**src/rtl/pc_unit_pkg.sv**
```systemverilog
// Shared constants, next-PC source encoding and helpers for the fetch-stage program counter.
package pc_unit_pkg;

  localparam logic [31:0] PC_DEFAULT   = 32'h0000_3000;
  localparam logic [31:0] EXC_DEFAULT  = 32'h0000_4180;
  localparam int unsigned STEP_DEFAULT = 32'd4;
  localparam logic [15:0] SEQ_MAX      = 16'hFFFF;

  typedef enum logic [2:0] {
    SRC_HOLD = 3'd0,
    SRC_EXC  = 3'd1,
    SRC_ERET = 3'd2,
    SRC_BR   = 3'd3,
    SRC_PEND = 3'd4,
    SRC_SEQ  = 3'd5
  } pc_src_e;

  function automatic logic [15:0] sat_inc16(input logic [15:0] v);
    if (v == SEQ_MAX) begin
      return v;
    end else begin
      return v + 16'd1;
    end
  endfunction

endpackage

```
**src/rtl/pc_unit_redirect_hold.sv**
```systemverilog
// One-entry pending branch register: remembers a branch target that arrived while fetch was stalled.
module pc_redirect_hold
  #(
    parameter int WIDTH = 32
  )
  (
    input  logic             clk,
    input  logic             reset,
    input  logic             capture,
    input  logic             consume,
    input  logic             flush,
    input  logic [WIDTH-1:0] capture_target,
    output logic             valid,
    output logic [WIDTH-1:0] target
  );

  // Clearing beats capture; a later capture simply overwrites the held target.
  always_ff @(posedge clk) begin
    if (reset) begin
      valid  <= 1'b0;
      target <= '0;
    end else if (flush || consume) begin
      valid  <= 1'b0;
    end else if (capture) begin
      valid  <= 1'b1;
      target <= capture_target;
    end
  end

endmodule

```
**src/rtl/pc_unit.sv**
```systemverilog
// Fetch-stage program counter with redirect arbitration and stall-safe branch capture.
// Exception/eret vectoring and the misalignment flag are enabled by defining PC_EXC_EN.
module pc_unit
  import pc_unit_pkg::*;
  #(
    parameter int                WIDTH     = 32,
    parameter logic [WIDTH-1:0]  RESET_VEC = WIDTH'(PC_DEFAULT),
    parameter logic [WIDTH-1:0]  EXC_VEC   = WIDTH'(EXC_DEFAULT),
    parameter int unsigned       STEP      = STEP_DEFAULT
  )
  (
    input  logic             clk,
    input  logic             reset,
    input  logic             en,
    input  logic             br_valid,
    input  logic [WIDTH-1:0] br_target,
    input  logic             exc_req,
    input  logic             eret_req,
    input  logic [WIDTH-1:0] epc,
    output logic [WIDTH-1:0] pc,
    output logic [WIDTH-1:0] pc_plus,
    output logic             redirect_pending,
    output logic             adel,
    output logic [15:0]      seq_count
  );

  logic             exc_live;
  logic             eret_live;
  logic             pend_valid;
  logic [WIDTH-1:0] pend_target;
  logic             capture;
  logic             consume;
  logic             flush;
  pc_src_e          src;

`ifdef PC_EXC_EN
  assign exc_live  = exc_req;
  assign eret_live = eret_req;
  assign adel      = (pc[1:0] != 2'b00);
`else
  logic unused_exc_inputs;
  assign unused_exc_inputs = ^{exc_req, eret_req, epc};
  assign exc_live  = 1'b0;
  assign eret_live = 1'b0;
  assign adel      = 1'b0;
`endif

  assign pc_plus          = pc + WIDTH'(STEP);
  assign redirect_pending = pend_valid;

  // Next-PC source selection in priority order (reset is handled in the register).
  always_comb begin
    src = SRC_HOLD;
    if (exc_live) begin
      src = SRC_EXC;
    end else if (eret_live) begin
      src = SRC_ERET;
    end else if (en && br_valid) begin
      src = SRC_BR;
    end else if (en && pend_valid) begin
      src = SRC_PEND;
    end else if (en) begin
      src = SRC_SEQ;
    end else begin
      src = SRC_HOLD;
    end
  end

  // A live branch or CP0 redirect is newer than anything held, so it flushes the entry.
  assign capture = !en && br_valid && !exc_live && !eret_live;
  assign consume = (src == SRC_PEND);
  assign flush   = exc_live || eret_live || (en && br_valid);

  pc_redirect_hold #(
    .WIDTH (WIDTH)
  ) u_hold (
    .clk            (clk),
    .reset          (reset),
    .capture        (capture),
    .consume        (consume),
    .flush          (flush),
    .capture_target (br_target),
    .valid          (pend_valid),
    .target         (pend_target)
  );

  // PC and sequential-advance counter; every non-sequential load restarts the count.
  always_ff @(posedge clk) begin
    if (reset) begin
      pc        <= RESET_VEC;
      seq_count <= 16'd0;
    end else begin
      case (src)
        SRC_EXC: begin
          pc        <= EXC_VEC;
          seq_count <= 16'd0;
        end
        SRC_ERET: begin
          pc        <= epc;
          seq_count <= 16'd0;
        end
        SRC_BR: begin
          pc        <= br_target;
          seq_count <= 16'd0;
        end
        SRC_PEND: begin
          pc        <= pend_target;
          seq_count <= 16'd0;
        end
        SRC_SEQ: begin
          pc        <= pc_plus;
          seq_count <= sat_inc16(seq_count);
        end
        default: begin
          pc        <= pc;
          seq_count <= seq_count;
        end
      endcase
    end
  end

endmodule
```
**config.mk**
```make
export PLATFORM = sky130hd
export DESIGN_NAME = pc_unit
export DESIGN_NICKNAME = d
export VERILOG_FILES = /design/src/rtl/pc_unit_pkg.sv /design/src/rtl/pc_unit_redirect_hold.sv /design/src/rtl/pc_unit.sv
export SDC_FILE = /design/constraint.sdc
export NUM_CORES = 1
export LEC_CHECK = 0
export ABC_AREA = 1
export BUFFER_PORTS_ARGS = -buffer_cell sky130_fd_sc_hd__buf_4
export CAP_MARGIN = 5
export CELL_PAD_IN_SITES_DETAIL_PLACEMENT = 0
export CELL_PAD_IN_SITES_GLOBAL_PLACEMENT = 1
export CORE_ASPECT_RATIO = 1.4
export CORE_MARGIN = 2
export CORE_UTILIZATION = 35
export CTS_BUF_LIST = sky130_fd_sc_hd__clkbuf_8
export DETAILED_ROUTE_END_ITERATION = 7
export PLACE_DENSITY_LB_ADDON = 0.15
export SYNTH_ARGS = -nofsm -noshare
export SYNTH_HDL_FRONTEND = slang
export SYNTH_SLANG_ARGS = --single-unit
```
**constraint.sdc**
```tcl
create_clock -name clk -period 2.2 [get_ports clk]
set_clock_uncertainty 0.15 [all_clocks]
set_input_delay 0.44 -clock clk [delete_from_list [all_inputs] [get_ports clk]]
set_output_delay 0.44 -clock clk [all_outputs]
set_load 0.005 [all_outputs]
```
==> results of run 1 <==
==> power breakdown <==
| group | internal (mW) | switching (mW) |
|---|---|---|
| Clock | 0.746 | 0.572 |
| Combinational | 0.364 | 0.385 |
| Sequential | 1.54 | 0.0863 |
==> flip-flops by register name (all words and copies together), names as in the netlist <==
name and cells:
u_hold.target 32, seq_count 16, pc 32, u_hold.valid 1
==> how the worst max path moves through the flow <==
| stage | to | slack, ns | cells past startpoint |
|---|---|---|---|
| floorplan | pc_plus[20] | 0.20 | 7 |
| global placement | pc_plus[20] | 0.11 | 8 |
| detailed placement | pc_plus[22] | 0.09 | 8 |
| finish | pc_plus[16] | -0.16 | 8 |
| CTS | pc_plus[12] | -0.12 | 8 |
| global route | pc[22] | -0.22 | 16 |
==> layout make-up <==
class	instances	area, um2
Tap cell	182	228
Inverter	58	226
Clock inverter	7	111
Timing Repair Buffer	200	1640
Clock buffer	9	124
Sequential cell	81	1700
Fill cell	1370	6070
Multi-Input combinational cell	574	3280
==> metrics by stage <==
stage / power, mW / utilization
after floorplan: 1.94 / -
after global placement: 2.26 / 0.452
after detailed placement: 2.27 / 0.452
after CTS: 3.66 / 0.509
after global routing: 3.85 / 0.546
final: 3.70 / 0.546
==> kinds of logic after synthesis <==
family / after synthesis
AOI/OAI and AO/OA: 149
xor gates and xnor gates: 14
adders and majority gates: 2
buffers and inverters: 89
DFF: 81
other: 1
and+or+nand+nor: 408
==> synth_stat cells, types with 2 or more instances <==
| cell | number | area [um2] |
|---|---|---|
| buf_2 | 9 | 45.0 |
| a21oi_2 | 3 | 26.3 |
| nor2_2 | 6 | 37.5 |
| nand4_1 | 8 | 50.1 |
| o21bai_1 | 3 | 22.5 |
| and2_1 | 8 | 50.1 |
| xor2_2 | 2 | 32.5 |
| a31oi_1 | 9 | 56.3 |
| or2_2 | 2 | 12.5 |
| inv_2 | 4 | 15.0 |
| nand2_4 | 2 | 22.5 |
| o221ai_1 | 2 | 17.5 |
| nor2_4 | 10 | 113 |
| nand2_2 | 12 | 75.1 |
| inv_1 | 51 | 191 |
| nand3_2 | 3 | 30.0 |
| nand3_1 | 23 | 115 |
| buf_4 | 4 | 30.0 |
| nand2_1 | 201 | 754 |
| a31o_2 | 2 | 17.5 |
| xnor2_1 | 3 | 26.3 |
| clkbuf_1 | 17 | 63.8 |
| nor2_1 | 121 | 454 |
| xor2_1 | 8 | 70.1 |
| a21oi_1 | 62 | 310 |
| nand3b_1 | 9 | 67.6 |
| dfxtp_1 | 81 | 1620 |
| ha_1 | 2 | 25.0 |
| o21ai_0 | 66 | 330 |
==> layer usage <==
| metal | GRT usage | up-vias |
|---|---|---|
| li1 | - | 2743 |
| met1 | 0.277 | 2562 |
| met2 | 0.412 | 144 |
| met3 | 0.0339 | 38 |
| met4 | 0.0810 | 0 |
| met5 | 0 | - |
==> worst max-delay path, stage by stage, from the launching register on <==
cell and delay [ns]:
dfxtp_4 0.38, ha_4 0.18, inv_4 0.05, nor2_4 0.15
nand2_2 0.09, nor2_4 0.14, buf_6 0.14, xor2_4 0.16
buf_6 0.11
==> repair_timing <==
item	4_1_cts	5_1_grt
endpoints found under the setup margin	26	29
gates resized for setup	89	112
setup buffers	35	14
cloned	0	0
pin swaps	32	43
==> qor.csv, run 1 <==
stage,metric,value,unit
logic_synthesis,synth_xor_area_frac,0.0303,
clock_tree,cts-buffers-inserted,9,
floorplan,die_width,103,um
run_status,outcome,"finished, violations left",
global_routing,grt_pass1_vias,5180,
logic_synthesis,synth-compound-area-share,0.166,
sta,drv_slew,0,
clock_tree,cts_tree,done,
pwr,p_leak,3.15,nW
job,maxCapViolations,0,
run_status,violations,setup timing,
pwr,power_density,506,mW/mm2
placement,place_inst,1048,
logic_synthesis,seq_area_frac_synth,0.338,
setup_path,critPathLaunch,pc[3],
route,wl_met2,9.27,mm
logic_synthesis,yosysUniqueCellTypes,40,
worst_hold_path,hp-class,in2reg,
route,ant_nets,0,
sta,max_freq,424,MHz
global_routing,overflow,0,
sta,tns,-1.93,ns
final_layout,layout_common_cells,"168 x buf_4, 159 x nand2_1, 96 x nor2_1",
sta,setup_viol,25,
floorplan,ios,152,
clock_tree,clk_pin_slew,0.09,ns
route,top_layer,met4,
sta,worst_slack,-0.157,ns
global_routing,grt_pass1_wl,26.3,mm
pwr,ir_drop,0.333,mV
clock_tree,worstSkewPairLatency,0.37,ns
logic_synthesis,synth_area_per_cell,6.44,um2
final_layout,fin_nets,996,
clock_tree,clock-root-buffer,clkbuf_8,
logic_synthesis,synth_mux_area_frac,0,
placement,dp_hpwl,12.2,mm
logic_synthesis,netlist_area,0.00479,mm2
placement,preCtsSetupSlack,0.0937,ns
final_layout,final_cell_area,0.00731,mm2
setup_path,r2r-end,pc[22],
route,dr_wl_met3,696,um
setup_path,crit_path_start_kind,flop,
floorplan,core-area,0.0134,mm2
placement,portBuffers,116,
setup_path,crit_type,reg2out,
floorplan,die_h,142,um
setup_path,rr_startpoint,pc[2],
setup_path,reg2regPathDepth,16,
sta,min_period,2.36,ns
floorplan,start_util,0.358,
logic_synthesis,synthAdderAreaFrac,0.00522,
final_layout,final_cells,1111,
route,drt_first_pass_iters,5,
clock_tree,cts.sinks,81,
logic_synthesis,syn_inst,744,
sta,hold_viol,0,
logic_synthesis,async_flop_share,0,
route,via_count,5487,
setup_path,critPathRequiredTime,1.61,ns
route,wl_met1,7.13,mm
global_routing,antenna_found_initial,0,
logic_synthesis,yosysWarnings,0,
final_layout,drive_gt1_frac,0.413,
route,drc,0,
logic_synthesis,synth-simple-area-share,0.381,
worst_hold_path,holdPathEnd,u_hold.target[29],
clock_tree,cts_hold_buf,0,
clock_tree,htreeDepth,3,
logic_synthesis,synth_top_family_by_area,simple AND/OR/NAND/NOR gates,
sta,fin_crit_sh,1.07,
worst_hold_path,min_from,br_target[29],
setup_path,regToRegSetupSlack,-0.15,ns
route,routedWlPerCell,15.8,um
logic_synthesis,synth_edf_count,0,
final_layout,mostFrequentLayoutCell,buf_4,
floorplan,fp-row-count,50,
setup_path,critical_path_arrival,1.77,ns
worst_hold_path,hold_path_depth,3,
setup_path,end_kind,output port,
floorplan,dieArea,0.0147,mm2
clock_tree,max-clock-path-buffers,2,
logic_synthesis,ys_ff_latch,81,
placement,place.gp.congestion,0.890,
global_routing,grt_start_max_net_pins,62,
sta,rsz0062_at_grt,true,
global_routing,grt.total_usage,0.231,
final_layout,area_growth,52.6,%
logic_synthesis,synth_fp_nets,816,
placement,placed_cell_area,0.00605,mm2
route,drt_iter0_drc,275,
final_layout,diodes,0,
route,vias_per_cell,4.94,
sta,whs,0.149,ns
setup_path,critPathMaxFanout,3,
logic_synthesis,synth_top_flop_cell,dfxtp_1,
route,wirelength,17.6,mm
(Power assumes the default switching activity.)
==> inputs of run 2 (changes only) <==
ABC_AREA = default   (was 1)
==> run 2 against run 1 <==
Against the previous run:
- the run still ends with setup timing left
- critical path depth fell by 1
- combinational power is 9.7% lower
- die area fell by 4.1%
- wire length shrank 7.3%
- non-clock buffer count up 20
- critical endpoint is now pc_plus[26]
- clock power is essentially flat
- worst hold slack better by 0.032 ns
- synthesized cell count fell by 16%
- first-iteration DRC count is 2.5% lower
==> qor.csv, run 2 <==
stage,metric,value,unit,change
sta,fin_crit_sh,1.12,,+0.0524
clock_tree,cts_tree,done,,
global_routing,grt_pass1_wl,25.4,mm,-3.6%
final_layout,register_area,0.00165,mm2,-3.2%
final_layout,area_growth,49.9,%,
logic_synthesis,synth_fp_nets,699,,-14%
setup_path,critPathRequiredTime,1.61,ns,about the same
logic_synthesis,synth_common_cells,"118 x nand2_1, 81 x dfxtp_1, 72 x a21oi_1, 45 x o21ai_0, 42 x nor2_1",,
global_routing,grt.total_usage,0.227,,-0.00402
pwr,p_leak,2.93,nW,-7.2%
sta,min_period,2.47,ns,+0.115 ns
setup_path,critPathMaxFanout,6,,+3
clock_tree,worstSkewPairLatency,0.35,ns,-0.02 ns
sta,rsz0062_at_grt,true,,
global_routing,grt_start_max_net_pins,35,,-44%
placement,placed_cell_area,0.00597,mm2,-1.3%
logic_synthesis,yosysWarnings,0,,unchanged
route,drc,0,,unchanged
placement,portBuffers,116,,unchanged
pwr,p_seq_frac,0.444,,+0.003
logic_synthesis,syn_inst,627,,-16%
logic_synthesis,synth_area_leaders,"dfxtp_1 35%, nand2_1 9.6%, a21oi_1 7.8%",,
final_layout,multi_input_area,0.00303,mm2,-7.7%
placement,preCtsSetupSlack,0.00761,ns,-0.0861 ns
final_layout,diodes,0,,unchanged
logic_synthesis,synth_largest_area_cell,dfxtp_1,,
run_status,violations,setup timing,,
sta,worstMarginPinSlew,0.550,ns,
logic_synthesis,seq_area_frac_synth,0.353,,+0.0148
logic_synthesis,yosysUniqueCellTypes,62,,+55%
placement,dp_hpwl,11.1,mm,-9.1%
route,vias_per_cell,5.45,,+10%
route,ant_nets,0,,unchanged
global_routing,antenna_found_initial,0,,unchanged
logic_synthesis,synth_top_flop_cell,dfxtp_1,,
floorplan,start_util,0.358,,about the same
pwr,p_comb_frac,0.189,,-0.014
sta,drv_slew,0,,unchanged
floorplan,ios,152,,unchanged
floorplan,die_h,140,um,-2.1%
pwr,p_int,2.61,mW,-1.8%
logic_synthesis,synth_area_per_cell,7.32,um2,+14%
placement,place.gp.congestion,0.845,,-5.1%
logic_synthesis,async_flop_share,0,,unchanged
route,drt_iter0_drc,268,,-2.5%
logic_synthesis,yosysTopAreaCellShare,0.353,,+0.0148
final_layout,mostFrequentLayoutCell,buf_4,,
pwr,finalPower,3.58,mW,-3.2%
job,maxCapViolations,0,,unchanged
floorplan,fp-row-count,49,,-2.0%
route,routedWlPerCell,17.0,um,+7.1%
floorplan,dieArea,0.0141,mm2,-4.1%
setup_path,crit_path_start_kind,flop,,
clock_tree,clock-root-buffer,clkbuf_8,,
clock_tree,clk_pin_slew,0.09,ns,about the same
clock_tree,max-clock-path-buffers,2,,unchanged
sta,hold_viol,0,,unchanged
final_layout,final_cell_area,0.00688,mm2,-5.9%
sta,slew_headroom,0.629,,
final_layout,fin_nets,876,,-12%
floorplan,core-area,0.0128,mm2,-4.3%
clock_tree,cts_hold_buf,0,,unchanged
route,via_count,5242,,-4.5%
run_status,outcome,"finished, violations left",,
sta,setup_viol,23,,-8.0%
logic_synthesis,synth_edf_count,0,,unchanged
pwr,switching_share,0.271,,-0.0109
pwr,power_density,520,mW/mm2,+2.8%
setup_path,critical_path_arrival,1.88,ns,+0.11 ns
pwr,power.switching,0.970,mW,-7.0%
sta,max_freq,405,MHz,-4.7%
logic_synthesis,synth_most_common_cell,nand2_1,,
logic_synthesis,ys_ff_latch,81,,unchanged
pwr,ir_drop,0.269,mV,-19%
global_routing,grt_pass1_vias,5080,,-1.9%
sta,worst_slack,-0.272,ns,-0.115 ns
setup_path,crit_type,reg2out,,
setup_path,end_kind,output port,,
clock_tree,htreeDepth,3,,unchanged
worst_hold_path,hp-class,in2reg,,
final_layout,nFillCells,1246,,-9.1%
clock_tree,cts-buffers-inserted,9,,unchanged
pwr,power_frac_clock,0.367,,+0.011
route,drt_first_pass_iters,5,,unchanged
final_layout,drive_gt1_frac,0.372,,-0.0413
logic_synthesis,netlist_area,0.00459,mm2,-4.2%
floorplan,die_width,101,um,-2.0%
final_layout,layout_common_cells,"210 x buf_4, 112 x nand2_1, 72 x a21oi_1",,
global_routing,overflow,0,,unchanged
final_layout,reg_top3,"pc (32), u_hold.target (32), seq_count (16)",,
route,wirelength,16.3,mm,-7.3%
clock_tree,cts.sinks,81,,unchanged
run 2: critical path, cell delays in order (launching register included):
cell	delay, ns
dfxtp_4	0.38
ha_4	0.13
and3_4	0.18
and3_4	0.22
buf_12	0.14
nand4_1	0.13
xnor2_1	0.20
buf_4	0.14
run 2: what timing repair did:
| action | in CTS | in global routing |
|---|---|---|
| resized for setup | 38 | 51 |
| gates cloned | 1 | 1 |
| pin swaps | 25 | 26 |
| setup buffers | 21 | 15 |
| setup endpoints to repair | 24 | 30 |
run 2: final timing paths:
check                    from          endpoint  slack [ns]  cells past startpoint
max                     pc[2]       pc_plus[26]       -0.27                      7
min              br_target[5]  u_hold.target[5]        0.18                      3
max reg2reg             pc[2]            pc[25]        0.06                     10
min reg2reg  u_hold.target[1]  u_hold.target[1]        0.31                      2
run 2: cell families (layout without fill, tap and decap cells):
| family | after synthesis | in the layout | synth area share |
|---|---|---|---|
| adders and majority gates | 2 | 2 | 0.00545 |
| muxes | 5 | 5 | 0.0109 |
| and+or+nand+nor | 263 | 263 | 0.276 |
| xor gates and xnor gates | 39 | 39 | 0.0744 |
| other | 1 | 1 | 0.000817 |
| DFF | 81 | 81 | 0.353 |
| buffers and inverters | 69 | 251 | 0.0630 |
| AOI/OAI and AO/OA | 167 | 167 | 0.216 |
run 2: through the flow:
stage / util / std cells / setup TNS, ns / hold slack [ns]
after floorplan: - / 627 / 0 / 0.281
after global placement: 0.466 / 911 / 0 / 0.288
after detailed placement: 0.466 / 911 / 0 / 0.294
after CTS: 0.512 / 949 / -4.55 / 0.160
after global routing: 0.537 / 962 / -6.21 / 0.169
final: 0.537 / 962 / -4.27 / 0.181
run 2: area by class of cell:
class / instances / share of cell area
sequential: 81 / 0.239
multi-input combinational: 477 / 0.441
timing repair buffer: 220 / 0.250
tap: 153 / 0.0278
inverter: 15 / 0.00818
clock buffer: 9 / 0.0180
clock inverter: 7 / 0.0162
run 2: layer usage:
| layer | vias to the layer above | global-route usage | wire (um) |
|---|---|---|---|
| met1 | 2528 | 0.268 | 6590 |
| met3 | 28 | 0.0362 | 640 |
| met2 | 135 | 0.399 | 8570 |
| li1 | 2551 | - | - |
| met4 | 0 | 0.0966 | 518 |
| met5 | - | 0 | 0 |
run 2: power groups by stage:
stage                     registers, mW  logic [mW]  clock network (mW)
after floorplan                    1.62       0.295                   0
after global placement             1.61       0.636                   0
after detailed placement           1.61       0.643                   0
after CTS                          1.58       0.665                1.35
after global routing               1.60       0.742                1.41
final                              1.59       0.677                1.31
==> inputs of run 3 (changes only) <==
--- a/config.mk
+++ b/config.mk
@@ -16,4 +16,6 @@
 export DETAILED_ROUTE_END_ITERATION = 7
 export PLACE_DENSITY_LB_ADDON = 0.15
+export SETUP_SLACK_MARGIN = 0.5
+export SKIP_CTS_REPAIR_TIMING = 1
 export SYNTH_ARGS = -nofsm -noshare
 export SYNTH_HDL_FRONTEND = slang
==> constraint.sdc (replaced) <==
create_clock -name clk -period 2.2 [get_ports clk]
set_clock_uncertainty 0.15 [all_clocks]
set_input_delay 0.11 -clock clk [delete_from_list [all_inputs] [get_ports clk]]
set_output_delay 0.11 -clock clk [all_outputs]
set_load 0.005 [all_outputs]
==> run 3 against run 2 <==
Against the previous run:
- the run ends with hold timing, setup timing left
- worst setup slack gained 0.24 ns
- clock-buffer cell count is the same
- clock power grew 3%
- non-clock buffer count grew 1
- final cell count grew 0.42%
- register-to-register slack gained 0.09 ns
- sequential power is essentially flat
- global-route usage shrank 2.5 points
- sequential share of layout area shrank 0.63 points
- worst hold slack lost 0.21 ns
- die area is the same
- highest routed layer unchanged
==> qor.csv, run 3 (synthesis gave the netlist of run 2 again) <==
stage,metric,value,unit,change
run_status,outcome,"finished, violations left",,
run_status,violations,"hold timing, setup timing",,
final_layout,final_cell_area,0.00731,mm2,+6.2%
final_layout,mostFrequentLayoutCell,buf_4,,
pwr,power.switching,1.02,mW,+4.8%
worst_hold_path,holdPathEnd,pc[4],,
pwr,p_comb_frac,0.191,,+0.002
floorplan,fp-row-count,49,,unchanged
setup_path,critPathLaunch,pc[2],,
placement,portBuffers,116,,unchanged
clock_tree,cts_tree,done,,
final_layout,fin_nets,880,,+0.46%
worst_hold_path,min_from,en,,
clock_tree,htreeDepth,3,,unchanged
pwr,finalPower,3.65,mW,+2.1%
sta,drv_slew,0,,unchanged
setup_path,critPathRequiredTime,1.94,ns,+0.33 ns
clock_tree,cts-buffers-inserted,9,,unchanged
job,maxCapViolations,0,,unchanged
final_layout,reg_top3,"pc (32), u_hold.target (32), seq_count (16)",,
setup_path,critPathMaxFanout,7,,+1
global_routing,overflow,0,,unchanged
route,wirelength,16.4,mm,+0.62%
route,top_layer,met4,,
floorplan,core-area,0.0128,mm2,unchanged
pwr,power_density,500,mW/mm2,-3.9%
global_routing,antenna_found_initial,0,,unchanged
route,wl_met2,8.07,mm,-5.9%
pwr,p_seq_frac,0.439,,-0.005
global_routing,grt.total_usage,0.202,,-0.0246
setup_path,critPathMostFrequentCell,and3_4,,
setup_path,r2r-end,pc[28],,
sta,fin_crit_sh,1.01,,-0.111
worst_hold_path,hp-class,in2reg,,
route,via_count,5188,,-1.0%
pwr,ir_drop,0.347,mV,+29%
setup_path,end_kind,output port,,
sta,max_freq,449,MHz,+11%
sta,tns,-0.0274,ns,+4.24 ns
global_routing,grt_start_max_net_pins,44,,+26%
placement,dp_hpwl,10.4,mm,-6.3%
floorplan,die_h,140,um,unchanged
setup_path,regToRegSetupSlack,0.15,ns,+0.09 ns
sta,worst_slack,-0.0274,ns,+0.245 ns
global_routing,grt_pass1_vias,4233,,-17%
sta,whs,-0.0256,ns,-0.206 ns
setup_path,reg2regPathDepth,9,,-1
setup_path,crit_path_cell_trace,ha_4 > and3_4 > and3_4 > nand3_2 > xnor2_2 > buf_4,,
floorplan,die_width,101,um,unchanged
clock_tree,worstSkewPairLatency,0.36,ns,about the same
sta,worstMarginPinSlew,0.535,ns,-0.0154 ns
final_layout,diodes,0,,unchanged
route,wl_met1,7.54,mm,+14%
route,drt_first_pass_iters,5,,unchanged
sta,min_period,2.23,ns,-0.245 ns
route,routedWlPerCell,17.0,um,+0.21%
clock_tree,clock-root-buffer,clkbuf_8,,
floorplan,ios,152,,unchanged
setup_path,critPathMaxStageDelay,0.40,ns,+0.02 ns
global_routing,grt_pass1_wl,22.7,mm,-10%
route,vias_per_cell,5.37,,-1.4%
clock_tree,cts.sinks,81,,unchanged
placement,placed_cell_area,0.00577,mm2,-3.3%
placement,place.gp.congestion,0.851,,+0.78%
floorplan,start_util,0.358,,unchanged
setup_path,crit_path_start_kind,flop,,
worst_hold_path,hold_path_depth,4,,+1
route,drt_iter0_drc,253,,-5.6%
route,drc,0,,unchanged
route,dr_wl_met3,571,um,-11%
final_layout,drive_gt1_frac,0.392,,+0.0203
setup_path,cp_slowest_cell,dfxtp_4,,
pwr,p_leak,2.93,nW,+0.23%
clock_tree,max-clock-path-buffers,2,,unchanged
sta,rsz0062_at_grt,true,,
setup_path,crit_type,reg2out,,
pwr,switching_share,0.279,,+0.00737
setup_path,critical_path_arrival,1.97,ns,+0.09 ns
final_layout,layout_common_cells,"168 x buf_4, 113 x nand2_1, 64 x a21oi_1",,
clock_tree,clk_pin_slew,0.09,ns,about the same
pwr,power_frac_clock,0.369,,+0.002
setup_path,rr_startpoint,pc[19],,
sta,hold_viol,2,,+2
route,ant_nets,0,,unchanged
sta,slew_headroom,0.643,,+0.0141
sta,setup_viol,1,,-96%
final_layout,area_growth,59.2,%,
pwr,p_int,2.63,mW,+1.0%
floorplan,dieArea,0.0141,mm2,unchanged
==> run 3: worst max-delay path by stage <==
| stage | end | slack [ns] | depth (start not counted) |
|---|---|---|---|
| floorplan | pc[19] | 0.43 | 7 |
| detailed placement | pc[31] | 0.04 | 5 |
| global route | pc_plus[29] | -0.09 | 6 |
| finish | pc_plus[30] | -0.03 | 6 |
| global placement | pc[31] | 0.13 | 5 |
| CTS | pc_plus[30] | -0.21 | 6 |
==> run 3: layout make-up <==
cell class                 instances  area (um2)
clock buffer                       9         124
clock inverter                     7         118
fill                            1242        5510
inverter                          15        56.3
multi-input combinational        480        3270
sequential                        81        1700
tap                              153         191
timing repair buffer             221        1850
==> run 3: routing by layer <==
| layer | vias up | GRT usage |
|---|---|---|
| met3 | 19 | 0.0271 |
| li1 | 2573 | - |
| met5 | - | 0 |
| met1 | 2469 | 0.278 |
| met2 | 127 | 0.329 |
| met4 | 0 | 0.0577 |
==> run 3: power by group through the flow <==
stage          logic (mW)  clock network, mW  registers (mW)
3_3_place_gp        0.575                  0            1.64
4_1_cts             0.584               1.38            1.61
3_5_place_dp        0.582                  0            1.65
6_report            0.699               1.35            1.60
5_1_grt             0.760               1.43            1.61
2_1_floorplan       0.307                  0            1.63
==> run 3: worst max-delay path: cells and delay by family, from the launching register on <==
family	cells	cell delay [ns]
DFF	1	0.40
adders and majority gates	1	0.15
and+or+nand+nor	3	0.68
xor gates and xnor gates	1	0.23
buffers and inverters	1	0.15
==> run 3: through the flow <==
stage	instances	utilization	setup slack (ns)
5_1_grt	966	0.570	-0.0867
4_1_cts	882	0.469	-0.214
3_5_place_dp	866	0.450	0.0391
3_3_place_gp	866	0.450	0.130
2_1_floorplan	627	-	0.428
6_report	966	0.570	-0.0274
